`src/rtl/psram_access_arbiter.sv`:
```
// Shares the PSRAM controller command port between the frame uploader (writer)
// and the frame downloader (reader). Writes win, bounded by an anti-starvation streak.
module psram_access_arbiter #(
    parameter int CMD_GAP       = 18,
    parameter int MAX_WR_STREAK = 3,
    parameter int GRANT_TIMEOUT = 1023
) (
    input  logic        clk,
    input  logic        reset,
    input  logic        calib_done,
    input  logic        wr_rq,
    output logic        wr_ack,
    input  logic        wr_cmd_en,
    input  logic [20:0] wr_addr,
    input  logic [31:0] wr_data,
    input  logic        rd_rq,
    output logic        rd_ack,
    input  logic        rd_cmd_en,
    input  logic [20:0] rd_addr,
    output logic        rd_data_valid,
    output logic        mem_cmd,
    output logic        mem_cmd_en,
    output logic [20:0] mem_addr,
    output logic [31:0] mem_wr_data,
    input  logic        mem_rd_data_valid,
    output logic [1:0]  owner,
    output logic        err
);

    localparam int GAP_W = $clog2(CMD_GAP + 1);
    localparam int STR_W = $clog2(MAX_WR_STREAK + 1);
    localparam int TO_W  = $clog2(GRANT_TIMEOUT + 1);
    localparam logic [GAP_W-1:0] GAP_LOAD = GAP_W'(CMD_GAP - 1);
    localparam logic [STR_W-1:0] STR_MAX  = STR_W'(MAX_WR_STREAK);
    localparam logic [TO_W-1:0]  TO_LAST  = TO_W'(GRANT_TIMEOUT - 1);

    typedef enum logic [2:0] {
        WAIT_CALIB,
        IDLE,
        GRANT_WR,
        GRANT_RD,
        GAP
    } state_t;

    state_t             state;
    logic [GAP_W-1:0]   gap_cnt;
    logic [TO_W-1:0]    to_cnt;
    logic [STR_W-1:0]   wr_streak;
    logic               gap_after_rd;
    logic [20:0]        addr_hold;
    logic [31:0]        data_hold;

    logic wr_granted;
    logic rd_granted;
    logic proto_err;
    logic rd_wins;

    assign wr_granted = (state == GRANT_WR);
    assign rd_granted = (state == GRANT_RD);

    // The granted requester drives the controller directly; otherwise the last values hold.
    assign mem_cmd_en  = (wr_granted & wr_cmd_en) | (rd_granted & rd_cmd_en);
    assign mem_addr    = wr_granted ? wr_addr : (rd_granted ? rd_addr : addr_hold);
    assign mem_wr_data = wr_granted ? wr_data : data_hold;

    // Trailing read beats arrive during the gap that follows a read grant.
    assign rd_data_valid = mem_rd_data_valid & (rd_granted | ((state == GAP) & gap_after_rd));

    assign proto_err = (wr_cmd_en & ~wr_granted) | (rd_cmd_en & ~rd_granted);
    assign rd_wins   = rd_rq & (~wr_rq | (wr_streak == STR_MAX));

    always_ff @(posedge clk or posedge reset) begin
        if (reset) begin
            state        <= WAIT_CALIB;
            wr_ack       <= 1'b0;
            rd_ack       <= 1'b0;
            owner        <= 2'b00;
            mem_cmd      <= 1'b0;
            err          <= 1'b0;
            wr_streak    <= '0;
            gap_cnt      <= '0;
            to_cnt       <= '0;
            gap_after_rd <= 1'b0;
            addr_hold    <= '0;
            data_hold    <= '0;
        end else begin
            if (proto_err) begin
                err <= 1'b1;
            end
            if (wr_granted) begin
                addr_hold <= wr_addr;
                data_hold <= wr_data;
            end else if (rd_granted) begin
                addr_hold <= rd_addr;
            end

            case (state)
                WAIT_CALIB: begin
                    if (calib_done) begin
                        state <= IDLE;
                    end
                end
                IDLE: begin
                    if (!calib_done) begin
                        state <= WAIT_CALIB;
                    end else if (rd_wins) begin
                        state     <= GRANT_RD;
                        rd_ack    <= 1'b1;
                        owner     <= 2'b10;
                        mem_cmd   <= 1'b0;
                        to_cnt    <= '0;
                        wr_streak <= '0;
                    end else if (wr_rq) begin
                        state   <= GRANT_WR;
                        wr_ack  <= 1'b1;
                        owner   <= 2'b01;
                        mem_cmd <= 1'b1;
                        to_cnt  <= '0;
                        if (!rd_rq) begin
                            wr_streak <= '0;
                        end else if (wr_streak != STR_MAX) begin
                            wr_streak <= wr_streak + STR_W'(1);
                        end
                    end
                end
                GRANT_WR: begin
                    if (!wr_rq || (to_cnt == TO_LAST)) begin
                        if (wr_rq) begin
                            err <= 1'b1;
                        end
                        state        <= GAP;
                        wr_ack       <= 1'b0;
                        owner        <= 2'b00;
                        gap_cnt      <= GAP_LOAD;
                        gap_after_rd <= 1'b0;
                    end else begin
                        to_cnt <= to_cnt + TO_W'(1);
                    end
                end
                GRANT_RD: begin
                    if (!rd_rq || (to_cnt == TO_LAST)) begin
                        if (rd_rq) begin
                            err <= 1'b1;
                        end
                        state        <= GAP;
                        rd_ack       <= 1'b0;
                        owner        <= 2'b00;
                        gap_cnt      <= GAP_LOAD;
                        gap_after_rd <= 1'b1;
                    end else begin
                        to_cnt <= to_cnt + TO_W'(1);
                    end
                end
                GAP: begin
                    if (gap_cnt == '0) begin
                        state <= calib_done ? IDLE : WAIT_CALIB;
                    end else begin
                        gap_cnt <= gap_cnt - GAP_W'(1);
                    end
                end
                default: state <= WAIT_CALIB;
            endcase
        end
    end

endmodule

```
`config.mk`:
```
export PLATFORM = sky130hd
export DESIGN_NAME = psram_access_arbiter
export DESIGN_NICKNAME = d
export VERILOG_FILES = /design/src/rtl/psram_access_arbiter.sv
export SDC_FILE = /design/constraint.sdc
export NUM_CORES = 1
export LEC_CHECK = 0
export CAP_MARGIN = 10
export CORE_MARGIN = 1.5
export CORE_UTILIZATION = 40
export DETAILED_ROUTE_END_ITERATION = 12
export PLACE_DENSITY_LB_ADDON = 0.12
export SYNTH_ARGS = -nofsm -noshare
export SYNTH_HDL_FRONTEND = slang
export SYNTH_SLANG_ARGS = --single-unit
```
`constraint.sdc`:
```
create_clock -name clk -period 2.84 [get_ports clk]
set_clock_uncertainty 0.1 [all_clocks]
set_input_delay 0.568 -clock clk [delete_from_list [all_inputs] [get_ports clk]]
set_output_delay 0.568 -clock clk [all_outputs]
set_load 0.02 [all_outputs]
```
==> reports/metrics.cfg <==
[yosys]
synth.top_cell.area_share_pct = 53.9
ys_ff_latch = 80
postSynthAreaPerCell_sq_um = 11.5
syn_inst = 323
syn-cell-area_sq_mm = 0.00371
synthArstFlopShare_pct = 100
yosysUniqueCellTypes = 51
seq_area_frac_synth_pct = 53.9
synth_flop_cell = dfrtp_1
synth.area.top_cells = dfrtp_1 (54%), mux2_2 (9.7%), mux2i_1 (6.5%), o21ai_0 (4.3%), nand2_1 (3.3%)
yosys.area.top_type = dfrtp_1
syn-num-nets = 410
ys_warn_count = 0
synth_edf_count = 0

[sta]
hold_viol = 0
fin_tns_setup_ns = 0
rsz0062_at_grt = no
slew_violations = 0
min_period_ns = 2.68
fmax_ghz = 0.373
relSlewSlack_pct = 65.3
tightest_slew_ns = 0.519
fin_crit_sh_pct = 94.4
setup_slack_ns = 0.159
hold_slack_ns = 0.387
finalSetupViolCount = 0

[drt]
drt-wirelength-per-cell_um = 15.4
first_pass_iters = 4
vias_per_cell = 5.14
routed_wl_um = 9020
vias = 3018
ant_nets = 0
drc_errors = 0
dr.first_iter.drc_count = 146

[final_layout]
layout_common_cells = clkdlybuf4s50_1 (88), dfrtp_1 (78), nand2_1 (33), dlygate4sd2_1 (33)
final_cells = 587
utilization_pct = 62.6
antenna_cells = 0
area_growth_pct = 49.2
drive_gt1_share_pct = 17.1
fin_area_sq_mm = 0.00554
final_common_cell = clkdlybuf4s50_1
nNetsFinal = 561

[grt]
grt_pass1_wl_um = 14800
antenna_found_initial = 0
grt-ovfl-total = 0
grt_pass1_vias = 3113
grt_use_total_pct = 19.1
grt_max_degree = 46

[placed_design]
pre_cts_ws_ns = 0.145
place_hpwl_um = 6540
place.gp.congestion = 0.813
io_buffer_count = 142
dp_cells = 571
dpl-instance-area_sq_mm = 0.00532

[floorplanning]
rows = 34
die-area_sq_mm = 0.00987
fp.coreArea_sq_mm = 0.00885
die_x_um = 99.4
io-pin-count = 143
die_h_um = 99.4
initial_core_util_pct = 42.0

[power]
power_density_mw_per_mm2 = 1060
fin_total_pwr_mw = 5.87
ir_drop_v = 0.000537
leakagePower_nw = 2.65

[worst_setup_path]
worst_ep_required_time_ns = 2.17
arrival_ns = 2.01
worst-setup-path-type = reg -> out
crit_chain = nor2_4, buf_12, mux2_2, dlygate4sd2_1
worstSetupStartpointType = flop
critPathSlowestCell = dfrtp_4
path_max_fanout = 33
endpoint_kind = output pin
crit_path_max_incr_delay_ns = 0.58

[clocking]
clk_latency_ns = 0.35
cts_sinks = 80
cts_setup_buffers = 0
clockRootBuffer = clkbuf_8
clk_pin_slew_worst_paths_ns = 0.08
clock_path_buffers = 2
cts_tree = done
numCtsBuffers = 9
cts.htree.levels = 3

[run]
maxCapViolCount = 0

[hold_path]
min_path_type = reg -> reg

[outcome]
outcome = finished clean

## area by class of cell
class / instances / area (sq um)
clock inverter: 6 / 67.6
multi-input combinational: 218 / 1590
fill: 751 / 3310
timing repair buffer: 154 / 1570
inverter: 11 / 45.0
clock buffer: 10 / 128
sequential: 80 / 2010
tap: 108 / 135
## worst max-delay path: cells and delay by family, from the launching register on
| kind | cells | cell delay, ns |
|---|---|---|
| flops | 1 | 0.58 |
| buf+inv | 2 | 0.54 |
| mux | 1 | 0.37 |
| simple gates | 1 | 0.15 |
## kinds of logic after synthesis
kind of cell	synth area share [%]
XOR/XNOR	0.707
adder cells (fa/ha/maj)	1.68
flip-flops	53.9
buffers and inverters	3.33
AO/OA/AOI/OAI	11.4
multiplexers	17.2
AND/OR/NAND/NOR	11.7
## flip-flops by register name, indices dropped and copies added (netlist names)
name,flops
addr_hold,21
data_hold,32
err,1
gap_after_rd,1
gap_cnt,5
mem_cmd,1
owner,2
rd_ack,1
state,3
to_cnt,10
wr_ack,1
wr_streak,2
## layer usage
metal	part of all wire, %	vias to the layer above	global-route usage (%)
met5	0	-	0
met4	2.0	0	8.02
met3	7.0	14	5.83
met2	49	101	31.7
met1	42	1450	23.3
li1	-	1453	-
## where the power goes
group          leakage, nW  switching (mW)  internal (mW)  total [mW]
registers            0.977           0.227           1.64        1.86
logic                 1.58            1.74           1.43        3.17
clock network       0.0929           0.426          0.410       0.836
total                 2.65            2.39           3.48        5.87
## cell usage after synthesis, types with 2 or more instances
| master | instances |
|---|---|
| nor2b_1 | 2 |
| o21ai_0 | 32 |
| inv_1 | 10 |
| nand3_1 | 11 |
| a21o_1 | 3 |
| nand2_1 | 33 |
| buf_4 | 3 |
| nor3_1 | 5 |
| buf_2 | 7 |
| dfrtp_1 | 80 |
| a31oi_1 | 5 |
| nor2_1 | 13 |
| ha_1 | 5 |
| nand2b_1 | 5 |
| and3_2 | 2 |
| mux2i_1 | 24 |
| clkbuf_1 | 2 |
| mux2_2 | 32 |
| a21oi_1 | 9 |
| o211ai_1 | 4 |
| nand4_1 | 2 |
| xor2_1 | 3 |
| nor4_1 | 2 |
| and4_4 | 2 |
## what timing repair did
action | 4_1_cts | 5_1_grt
gates resized for setup | 35 | 23
hold buffers | 0 | 0
pin swaps | 0 | 0
endpoints found under the setup margin | 53 | 21
## path summary, 6_finish.rpt
path | cells past startpoint | slack, ns | startpoint | end
min | 1 | 0.39 | owner[1] | owner[1]
min in group asynchronous | 2 | 0.46 | reset | data_hold[28]
max reg2reg | 6 | 0.83 | state[0] | to_cnt[1]
max | 4 | 0.16 | state[0] | mem_wr_data[23]
max in group asynchronous | 3 | 1.53 | reset | addr_hold[20]
min reg2reg | 1 | 0.39 | owner[1] | owner[1]
Power figures use the tool's default switching activity.
